File: src/rtl/atm_pkg.sv
// Shared definitions for the account manager: session state encoding,
// default field widths and the tries-counter width helper.
package atm_pkg;

  // Session states; the encoding is visible to software debug taps.
  typedef enum logic [1:0] {
    IDLE   = 2'd0,
    VERIFY = 2'd1,
    READY  = 2'd2,
    EJECT  = 2'd3
  } state_t;

  localparam int DEF_CARD_W = 3;
  localparam int DEF_PSW_W  = 4;
  localparam int DEF_BAL_W  = 20;

  // Width needed to hold the values 0..max_tries.
  function automatic int tries_w(input int max_tries);
    return (max_tries < 1) ? 1 : $clog2(max_tries + 1);
  endfunction

endpackage

File: src/rtl/account_store.sv
// On-chip account store: password, balance and (with ACCOUNT_LOCK_EN) a
// lock flag per user. One combinational read port, one write port, one
// lock-set strobe that targets the account on the read port.
// Reset clears every entry synchronously.
module account_store
  import atm_pkg::*;
#(
  parameter int CARD_W    = DEF_CARD_W,
  parameter int PSW_W     = DEF_PSW_W,
  parameter int BAL_W     = DEF_BAL_W,
  parameter int USERS_NUM = 8
) (
  input  logic              clk,
  input  logic              rst,
  input  logic [CARD_W-1:0] rd_idx,
  output logic [PSW_W-1:0]  rd_psw,
  output logic [BAL_W-1:0]  rd_bal,
  output logic              rd_lock,
  input  logic              wr_en,
  input  logic [CARD_W-1:0] wr_idx,
  input  logic              wr_psw_en,
  input  logic [PSW_W-1:0]  wr_psw,
  input  logic [BAL_W-1:0]  wr_bal,
  input  logic              lock_set
);

  localparam logic [CARD_W:0] USERS_L = (CARD_W + 1)'(USERS_NUM);

  logic [PSW_W-1:0] psw_mem [USERS_NUM];
  logic [BAL_W-1:0] bal_mem [USERS_NUM];
  logic             rd_ok;

  // Indices past the last account read as an empty entry.
  assign rd_ok  = {1'b0, rd_idx} < USERS_L;
  assign rd_psw = rd_ok ? psw_mem[rd_idx] : '0;
  assign rd_bal = rd_ok ? bal_mem[rd_idx] : '0;

  // Password/balance storage; password only written on provisioning.
  always_ff @(posedge clk) begin
    if (!rst) begin
      for (int i = 0; i < USERS_NUM; i++) begin
        psw_mem[i] <= '0;
        bal_mem[i] <= '0;
      end
    end else if (wr_en) begin
      bal_mem[wr_idx] <= wr_bal;
      if (wr_psw_en) psw_mem[wr_idx] <= wr_psw;
    end
  end

`ifdef ACCOUNT_LOCK_EN
  logic lock_mem [USERS_NUM];

  assign rd_lock = rd_ok & lock_mem[rd_idx];

  // Lock flags: provisioning clears, exhausted retries set.
  always_ff @(posedge clk) begin
    if (!rst) begin
      for (int i = 0; i < USERS_NUM; i++) lock_mem[i] <= 1'b0;
    end else begin
      if (wr_en && wr_psw_en) lock_mem[wr_idx] <= 1'b0;
      if (lock_set && rd_ok)  lock_mem[rd_idx] <= 1'b1;
    end
  end
`else
  logic unused_lock;
  assign unused_lock = lock_set;
  assign rd_lock     = 1'b0;
`endif

endmodule

File: src/rtl/account_manager.sv
// Card session controller with an on-chip account store.
// Flow: IDLE -> VERIFY (bounded password retries) -> READY (balance
// read-out, write-back on op_done) -> IDLE; bad or exhausted cards park
// in EJECT until removed.
// Optional feature macro ACCOUNT_LOCK_EN: exhausting retries locks the
// account until reset or re-provisioning.
module account_manager
  import atm_pkg::*;
#(
  parameter int CARD_W    = DEF_CARD_W,
  parameter int PSW_W     = DEF_PSW_W,
  parameter int BAL_W     = DEF_BAL_W,
  parameter int USERS_NUM = 8,
  parameter int MAX_TRIES = 3
) (
  input  logic                         clk,
  input  logic                         rst,
  input  logic                         card_in,
  input  logic [CARD_W-1:0]            card_number,
  input  logic [PSW_W-1:0]             password_input,
  input  logic                         psw_valid,
  input  logic                         op_done,
  input  logic [BAL_W-1:0]             updated_balance,
  input  logic                         prov_we,
  input  logic [CARD_W-1:0]            prov_card,
  input  logic [PSW_W-1:0]             prov_psw,
  input  logic [BAL_W-1:0]             prov_balance,
  output logic [BAL_W-1:0]             balance,
  output logic                         auth_ok,
  output logic                         wrong_psw,
  output logic [tries_w(MAX_TRIES)-1:0] tries_left,
  output logic                         invalid_card,
  output logic                         card_locked
);

  localparam int              TW         = tries_w(MAX_TRIES);
  localparam logic [CARD_W:0] USERS_L    = (CARD_W + 1)'(USERS_NUM);
  localparam logic [TW-1:0]   TRIES_INIT = TW'(MAX_TRIES);
  localparam logic [TW-1:0]   TRIES_ONE  = TW'(1);

  state_t            state;
  logic [CARD_W-1:0] cur_card;

  logic [CARD_W-1:0] rd_idx;
  logic [PSW_W-1:0]  rd_psw;
  logic [BAL_W-1:0]  rd_bal;
  logic              rd_lock;
  logic              card_valid;
  logic              prov_hit;
  logic              commit;
  logic              wr_en;
  logic [CARD_W-1:0] wr_idx;
  logic [BAL_W-1:0]  wr_bal;
  logic              psw_match;
  logic              last_try;
  logic              lock_set;

  // In IDLE the store is looked up by the presented card (lock check),
  // afterwards by the latched session card.
  assign rd_idx     = (state == IDLE) ? card_number : cur_card;
  assign card_valid = {1'b0, card_number} < USERS_L;
  assign psw_match  = password_input == rd_psw;
  assign last_try   = tries_left == TRIES_ONE;

  // Provisioning and commit are exclusive by state, so one write port suffices.
  assign prov_hit = (state == IDLE) && prov_we && ({1'b0, prov_card} < USERS_L);
  assign commit   = (state == READY) && op_done;
  assign wr_en    = prov_hit | commit;
  assign wr_idx   = prov_hit ? prov_card : cur_card;
  assign wr_bal   = prov_hit ? prov_balance : updated_balance;

`ifdef ACCOUNT_LOCK_EN
  assign lock_set = (state == VERIFY) && card_in && psw_valid && !psw_match && last_try;
`else
  logic unused_lock;
  assign unused_lock = rd_lock;
  assign lock_set    = 1'b0;
`endif

  account_store #(
    .CARD_W    (CARD_W),
    .PSW_W     (PSW_W),
    .BAL_W     (BAL_W),
    .USERS_NUM (USERS_NUM)
  ) u_store (
    .clk       (clk),
    .rst       (rst),
    .rd_idx    (rd_idx),
    .rd_psw    (rd_psw),
    .rd_bal    (rd_bal),
    .rd_lock   (rd_lock),
    .wr_en     (wr_en),
    .wr_idx    (wr_idx),
    .wr_psw_en (prov_hit),
    .wr_psw    (prov_psw),
    .wr_bal    (wr_bal),
    .lock_set  (lock_set)
  );

  // Session FSM with registered outputs; pulses default low each cycle.
  always_ff @(posedge clk) begin
    if (!rst) begin
      state        <= IDLE;
      cur_card     <= '0;
      balance      <= '0;
      auth_ok      <= 1'b0;
      wrong_psw    <= 1'b0;
      tries_left   <= '0;
      invalid_card <= 1'b0;
      card_locked  <= 1'b0;
    end else begin
      wrong_psw    <= 1'b0;
      invalid_card <= 1'b0;
      case (state)
        IDLE: begin
          // A provisioning write holds off session start by one cycle.
          if (card_in && !prov_we) begin
            if (!card_valid) begin
              invalid_card <= 1'b1;
              state        <= EJECT;
            end
`ifdef ACCOUNT_LOCK_EN
            else if (rd_lock) begin
              card_locked <= 1'b1;
              state       <= EJECT;
            end
`endif
            else begin
              cur_card   <= card_number;
              tries_left <= TRIES_INIT;
              state      <= VERIFY;
            end
          end
        end
        VERIFY: begin
          if (!card_in) begin
            tries_left <= '0;
            state      <= IDLE;
          end else if (psw_valid) begin
            if (psw_match) begin
              auth_ok <= 1'b1;
              balance <= rd_bal;
              state   <= READY;
            end else begin
              wrong_psw  <= 1'b1;
              tries_left <= tries_left - TRIES_ONE;
              if (last_try) state <= EJECT;
            end
          end
        end
        READY: begin
          // The commit lands in the store even when the card leaves this cycle.
          if (op_done) balance <= updated_balance;
          if (!card_in) begin
            auth_ok    <= 1'b0;
            balance    <= '0;
            tries_left <= '0;
            state      <= IDLE;
          end
        end
        EJECT: begin
          if (!card_in) begin
            card_locked <= 1'b0;
            state       <= IDLE;
          end
        end
        default: state <= IDLE;
      endcase
    end
  end

endmodule

File: config.mk
export PLATFORM = sky130hd
export DESIGN_NAME = account_manager
export DESIGN_NICKNAME = d
export VERILOG_FILES = /design/src/rtl/atm_pkg.sv /design/src/rtl/account_store.sv /design/src/rtl/account_manager.sv
export SDC_FILE = /design/constraint.sdc
export NUM_CORES = 1
export LEC_CHECK = 0
export BUFFER_PORTS_ARGS = -buffer_cell sky130_fd_sc_hd__buf_2
export CAP_MARGIN = 40
export CORE_MARGIN = 2
export CORE_UTILIZATION = 50
export CTS_CLUSTER_DIAMETER = 80
export DETAILED_ROUTE_END_ITERATION = 10
export PLACE_DENSITY = 0.76
export SYNTH_ARGS = -nofsm -noshare
export SYNTH_HDL_FRONTEND = slang
export SYNTH_SLANG_ARGS = --single-unit
File: constraint.sdc
create_clock -name clk -period 6.1 [get_ports clk]
set_clock_uncertainty 0.1 [all_clocks]
set_input_delay 1.22 -clock clk [delete_from_list [all_inputs] [get_ports clk]]
set_output_delay 1.22 -clock clk [all_outputs]
set_load 0.005 [all_outputs]
=== Word-level counts from Yosys, hierarchy flattened ===
Memories as Yosys holds them, arrays and structs flattened.
Cells that the tools add are included.

* Register bits after elaboration: 29
* RAM bits: 192
* Bits of input ports: 60
* Output and inout bits: 26
* Word-level logic and storage cells: 82
* Memories kept: 2

{| class="wikitable"
|+ Memory list
! memory !! depth !! bits a word !! read ports !! clocked after Yosys merged registers in !! write ports !! RTL line !! text
|-
| u_store.bal_mem || 8 || 20 || 1 || 0 || 8 || account_store.sv:30 || <nowiki>logic [BAL_W-1:0] bal_mem [USERS_NUM];</nowiki>
|-
| u_store.psw_mem || 8 || 4 || 1 || 0 || 8 || account_store.sv:29 || <nowiki>logic [PSW_W-1:0] psw_mem [USERS_NUM];</nowiki>
|}

* $add $sub $neg: 1
* Equal/unequal tests: 15
* Multiplexer cells: 41
* Bitwise operators: 1
* Reductions and logical operators: 16

{| class="wikitable"
|+ Operators with widths
! kind !! count
|-
| 20-bit two-way mux || 7
|-
| 20-bit one-hot mux with 2 select lines || 1
|-
| 2-bit two-way mux || 10
|-
| 20-bit OR reduction || 1
|-
| 1-bit two-way mux || 15
|-
| 5-bit AND reduction || 3
|-
| 3-bit two-way mux || 4
|-
| 2-bit one-hot mux with 3 select lines || 2
|-
| 2-bit inequality test (second input constant) || 5
|-
| 3-bit inequality test (second input constant) || 3
|-
| 4-bit AND reduction || 2
|-
| 2-bit by 1-bit == test with 1-bit output (second input constant) || 2
|-
| 2-bit == test (second input constant) || 2
|-
| 4-bit == test || 1
|-
| 4-bit two-way mux || 1
|-
| 4-bit inequality test (second input constant) || 1
|-
| 4-bit OR reduction || 1
|-
| 1-bit logical AND || 3
|-
| 3-bit nonzero test || 1
|-
| 2-bit zero test || 1
|-
| 2-bit by 1-bit inequality test with 1-bit output (second input constant) || 1
|-
| 1-bit one-hot mux with 2 select lines || 1
|-
| 2-bit AND reduction || 1
|-
| 2-bit nonzero test || 1
|-
| other kinds (4) || 4
|}

=== Depth between registers and ports, before layout ===
Gate-level depths: netlist of the first run.

* Depth after elaboration: 8
* Depth in mapped cells: 13
* Gate-level depth less buffers: 9

=== Hierarchy ===
From an unflattened synthesis of the first run, not the netlist that was laid out.

* Cells, all modules: 819
* Area total of the unflattened synthesis: 10732.8 um^2

{| class="wikitable"
|+ By module, submodules not included
! module !! times used !! cells each !! area an instance (um^2) !! seq. area each (um^2)
|-
| account_store || 1 || 565 || 8638.3 || 5765.5
|-
| account_manager || 1 || 254 || 2094.5 || 580.6
|}

=== Least setup slack after synthesis of the first run ===
Ideal clock, no wire load.

* Path type: input port to flip-flop
* Start point: input prov_we
* End point: memory u_store.bal_mem[1][0] (netlist name), enable pin
* Setup time: 0.394 ns
* Data arrival time: 2.771 ns
* Data required time: 5.606 ns
* Setup slack: 2.835 ns
* Cell stages on the path: 6
* Path buffers: 2
* Path through: nand2_1 > buf_1 > o21ai_0 > nand2_1 > clkbuf_1 > nand2_1

{| class="wikitable"
|+ RTL lines
! what !! RTL line !! text
|-
| from (decl) || account_manager.sv:24 || <nowiki>input logic prov_we,</nowiki>
|-
| to (decl) || account_store.sv:30 ||
|}

==> metrics, run 1 <==
IR drop worst, VDD 172 µV; antenna violations before repair 0; final setup fails 0; # Max-Cap Violations 0; final-stage net count 963; WL per Instance 23.3 µm; WHS 0.364 ns; CTS resizes 0; FF-to-FF path depth 6; first-pass GRT wire length 41.4 mm; ys flop type edfxtp_1; Synth Cell Area 10100 µm²; Via density 6.00; CP Capture Type flop; register area 6350 µm²; CP cell instances nor2_4 > nand2_1 > buf_4 > o21ai_0 > nand2_1 > nand2_1; vias in the first global route 6862; final setup TNS 0 ns; number of synthesized flops with an enable pin 192; Gate Count Post-Synth 819; reg2reg end u_store.bal_mem[6][17]; crit path kind flop to flop; Fmax 252 MHz; Period Utilization, post-route 65.2%; clock tree buffer depth 3; reg2reg start state[1]; fin util 58.3%; Mapped Avg Cell Area 12.4 µm²; CP Data Required Time 6.13 ns; total CTS buffers 22; Final Hold Fails 0; total power 3.56 mW; drt first pass iters 5; Critical Path Start Type flop; CTS tree yes; Initial Utilization 50.6%; HP Start balance[1]; clock period minus final worst setup slack 3.98 ns; CP max FO 21; status finished, final reports clean; vias 7123; die area 21400 µm²; CP max stage cell nand2_1; RSZ-0062 raised after global routing no; Slew HR 41.9%; Slew @ Worst Pin 0.870 ns; Synth cell types 52; CP Launch Point state[1]; H-tree Lvls 1; Multi-input gate area 3540 µm²; Clock Latency Late Sink 0.52 ns; gr usage total 25.8%; register clock-pin slew on the reported worst setup and hold paths 0.06 ns; Top cell by count, worst path nand2_1; fin area 11700 µm²; Post-CTS Setup Bufs 0; Seq cells post-synth 221; # DRC 0; Routed Wire Length 27.7 mm; Max Slew Vio Count 0; die span in y 146 µm; Site Rows 52; DP HPWL 19.1 mm; Root Driver clkbuf_16; Antenna Nets Post-Route 0; sequential area share after synthesis 62.6%; reg-to-reg setup timing slack 2.12 ns; DIE WIDTH 146 µm; Worst setup endpoint u_store.bal_mem[6][17]; pin count of the biggest net entering global routing 67; Yosys warnings 0; CTS Hold Bufs 0; CTS sink count 221; n_diodes 0; critical path arrival 4.00 ns; IO Port Bufs 83; drt first-iter violations 864; routability cong. 0.953; Synth async-reset ratio 0%; share of layout cells above drive strength 1 21.4%; Layout fillers 1587; Hold Path Class flop to flop; cell area after placement 10900 µm²; Pwr Density 305 nW/µm²; area delta synth->final 15.3%; leakage 4.62 nW; core region area 20000 µm²; Top-Level Pins 86; crit-path max cell delay 0.88 ns; GRT overflow 0
-- routing by layer --
layer | vias up | routed length [µm] | track usage, %
li1 | 3111 | - | -
met1 | 3445 | 10700 | 37.4
met2 | 497 | 12400 | 39.7
met3 | 70 | 3410 | 4.25
met4 | 0 | 1070 | 9.76
met5 | - | 0 | 0
-- worst max-delay path, delay by kind of cell, from the launching register on --
kind	cells	cell delay (ns)
DFF	1	0.48
AOI/OAI and AO/OA	1	0.39
and+or+nand+nor	4	2.21
buffers and inverters	1	0.38
-- flip-flops by register name, summed over array words and instances, names as in the netlist --
| signal | flops |
|---|---|
| auth_ok | 1 |
| balance | 20 |
| cur_card | 3 |
| state | 2 |
| tries_left | 2 |
| u_store.bal_mem | 160 |
| u_store.psw_mem | 32 |
| wrong_psw | 1 |
-- cell usage after synthesis (all sizes together) (2+ instances only) --
library cell  number  area (µm²)
dfxtp             29         581
nor2b              4        25.0
clkbuf            41         154
a22o               2        17.5
nor2             173         657
a211oi             5        47.5
and2              36         225
a22oi             24         180
nor4b              3        26.3
nand2            122         458
o21ai             17        88.8
a21boi             2        15.0
or3                4        25.0
inv                7        26.3
xnor2              2        17.5
buf               13        87.6
nand3              6        30.0
mux2i             46         464
a31oi              7        43.8
o22ai              2        12.5
nand2b             4        25.0
xor2               2        17.5
mux4              40         901
nor3               4        20.0
edfxtp           192        5770
a21oi             16        80.1
-- report_power, final --
part,switching (mW),internal (mW),leakage (nW)
Clock,0.571,0.862,0.383
Combinational,0.241,0.143,2.02
Sequential,0.0353,1.71,2.22
Total,0.847,2.71,4.62
-- logic make-up after synthesis --
family,synth area share (%)
fa+ha+maj,0.123
compound gates,5.46
xor+xnor,0.346
buf+inv,2.64
other cells,0.0370
flops,62.6
mux,13.6
simple gates,15.1
-- cell type report --
cell class | count | area share, %
Sequential cell | 221 | 54.3
Inverter | 7 | 0.225
Tap cell | 270 | 2.89
Clock buffer | 34 | 6.18
Multi-Input combinational cell | 538 | 30.3
Timing Repair Buffer | 112 | 5.55
Clock inverter | 6 | 0.503
-- metrics by stage --
stage | setup slack, ns | instances
2_1_floorplan | 2.83 | 820
4_1_cts | 2.25 | 1188
3_3_place_gp | 1.85 | 1140
3_5_place_dp | 1.79 | 1148
6_report | 2.12 | 1188
5_1_grt | 1.97 | 1188
-- worst min path at each step --
stage                  end  slack [ns]  depth (start not counted)
2_1_floorplan   balance[0]        0.35                          2
3_3_place_gp   balance[15]        0.34                          2
3_5_place_dp    balance[4]        0.36                          2
4_1_cts         balance[4]        0.37                          2
5_1_grt        balance[11]        0.38                          2
6_report        balance[1]        0.36                          2
-- cell usage in the layout, fill, tap and decap left out, types with 4 or more instances in the layout --
cell type  netlist  routed
a22oi_1         24      24
nand3_1          6       6
and2_1          35      35
a31oi_1          7       7
or3_1            4       4
edfxtp_1       192     192
nand2b_1         4       4
o21ai_1          2       4
inv_1            7       7
nor2_1         172     172
dfxtp_1         29      29
mux2i_1         45      45
nand2_1        122     122
buf_4            2      27
clkbuf_1        41       5
nor2b_1          4       4
buf_2            7      83
mux4_2          40      40
clkbuf_16        0      27
o21ai_0         14      12
nor3_1           4       4
a21oi_1         16      16
Power figures use the tool's default switching activity.
==> run 2, diff against run 1 <==
==> constraint.sdc (replaced) <==
create_clock -name clk -period 3.82 [get_ports clk]
set_clock_uncertainty 0.1 [all_clocks]
set_input_delay 0.764 -clock clk [delete_from_list [all_inputs] [get_ports clk]]
set_output_delay 0.764 -clock clk [all_outputs]
set_load 0.005 [all_outputs]
==> metrics, run 2 (synthesized netlist as in run 1, its figures left out) <==
DP HPWL 15.9 mm (-17%); Logic pwr share 9.9% (-0.9 points); Switching Share 23.1% (-0.65 points); share of layout cells above drive strength 1 21.8% (+0.47 points); status finished, final reports clean; first-pass GRT wire length 38.6 mm (-6.7%); Setup WS post-layout 0.563 ns (-1.56 ns); H-tree Lvls 1 (unchanged); IO Port Bufs 83 (unchanged); # DRC 0 (unchanged); Final Hold Fails 0 (unchanged); total CTS buffers 23 (+4.5%); pin count of the biggest net entering global routing 30 (-55%); Fmax 307 MHz (+22%); Critical Path Start Type flop; dpl ws 0.475 ns (-1.32 ns); clock tree buffer depth 3 (unchanged); die area 21400 µm² (unchanged); register area 6350 µm² (unchanged); Layout fillers 1561 (-1.6%); Pwr Density 487 nW/µm² (+60%); commonest cells after routing, fill and taps aside edfxtp_1 (192), nor2_1 (172), nand2_1 (122), buf_2 (83), mux2i_1 (45); crit path kind flop to flop; Initial Utilization 50.6% (unchanged); clock period minus final worst setup slack 3.26 ns (-0.719 ns); CTS resizes 0 (unchanged); CP max FO 20 (-4.8%); critical path arrival 3.59 ns (-0.41 ns); DIE WIDTH 146 µm (unchanged); Multi-input gate area 3540 µm² (unchanged); Post-CTS Setup Bufs 0 (unchanged); clock share of power 41.7% (+1.5 points); Routed Wire Length 25.2 mm (-9.1%); IR drop worst, VDD 296 µV (+72%); Slew @ Worst Pin 0.838 ns (-0.0323 ns); final-stage net count 966 (+0.31%); n_diodes 0 (unchanged); leakage 4.63 nW (+0.15%); RSZ-0062 raised after global routing no; Via density 5.83 (-2.7%); vias 6945 (-2.5%); Root Driver clkbuf_16; CTS tree yes; Top-Level Pins 86 (unchanged); CP Capture Type flop; Max Slew Vio Count 0 (unchanged); Antenna Nets Post-Route 0 (unchanged); core region area 20000 µm² (unchanged); Reg power frac 48.4% (-0.6 points); Top Registers u_store.bal_mem (160), u_store.psw_mem (32), balance (20); drt first pass iters 7 (+2); antenna violations before repair 0 (unchanged); area delta synth->final 15.7%; gr usage total 23.4% (-2.5 points); routability cong. 0.920 (-3.4%); final setup fails 0 (unchanged); Clock Latency Late Sink 0.50 ns (-0.02 ns); final setup TNS 0 ns (unchanged); CTS Hold Bufs 0 (unchanged); switching power 1.32 mW (+56%); Site Rows 52 (unchanged); die span in y 146 µm (unchanged); Period Utilization, post-route 85.3% (+20 points); most common cell after layout, fill and taps aside edfxtp_1; Slew HR 42.6% (+0.70 points); drt first-iter violations 623 (-28%); Hold Path Class flop to flop; # Max-Cap Violations 0 (unchanged); CTS sink count 221 (unchanged); WL per Instance 21.1 µm (-9.3%); Biggest register u_store.bal_mem; vias in the first global route 6884 (+0.32%); CP Data Required Time 4.15 ns (-1.98 ns); Int Power 4.39 mW (+62%); Largest register FFs 160 (unchanged); GRT overflow 0 (unchanged); register clock-pin slew on the reported worst setup and hold paths 0.06 ns (about the same)
==> run 2: cell types whose count changed in the layout (fill, tap and decap cells not counted), moves of 2 or more <==
| cell | before | now |
|---|---|---|
| clkbuf_16 | 27 | 24 |
| clkbuf_1 | 5 | 3 |
| buf_8 | 2 | 0 |
| clkinvlp_4 | 1 | 3 |
| buf_4 | 27 | 30 |
| bufinv_16 | 1 | 4 |
==> run 2: metrics by stage <==
stage	hold slack, ns	total power [mW]	util [%]	cells	area [µm²]
2_1_floorplan	0.354	3.17	-	820	10100
3_3_place_gp	0.344	3.35	54.4	1149	10900
3_5_place_dp	0.351	3.37	54.4	1150	10900
4_1_cts	0.360	5.72	58.5	1191	11700
5_1_grt	0.388	5.85	58.5	1191	11700
6_report	0.356	5.71	58.5	1191	11700
==> run 2: area by class of cell <==
type                       count  share of cell area, %
clock buffer                  28                   5.34
timing repair buffer         114                   5.56
multi-input combinational    538                   30.2
clock inverter                13                   1.60
tap                          270                   2.88
inverter                       7                  0.224
sequential                   221                   54.2
==> run 2: final timing paths <==
path	from	endpoint	slack (ns)	depth (start not counted)
setup / recovery	state[1]	balance[1]	0.56	11
hold / removal	balance[9]	balance[9]	0.36	2
setup reg to reg	state[1]	balance[1]	0.56	11
hold reg to reg	balance[9]	balance[9]	0.36	2
==> run 2: power by group through the flow <==
stage                     Sequential, mW  Combinational (mW)  Clock [mW]
after global routing                2.77               0.605        2.47
after global placement              2.81               0.545           0
final                               2.76               0.564        2.38
after CTS                           2.76               0.561        2.40
after detailed placement            2.81               0.555           0
after floorplan                     2.79               0.374           0
==> run 2: critical path, stage by stage, from the launching register on <==
cell      delay [ns]
dfxtp_1         0.60
nor2_4          0.15
mux2_4          0.28
buf_4           0.29
a21oi_1         0.12
a22o_1          0.24
a211oi_2        0.17
xnor2_1         0.09
and4_1          0.27
a41oi_4         0.22
buf_4           0.39
mux2i_1         0.24
==> run 2: routing by layer <==
layer / share of wire, % / track usage [%] / wire length, µm
met1: 38 / 31.1 / 9500
met2: 50 / 39.5 / 12600
met3: 9.2 / 3.75 / 2310
met4: 2.9 / 8.25 / 722
met5: 0 / 0 / 0
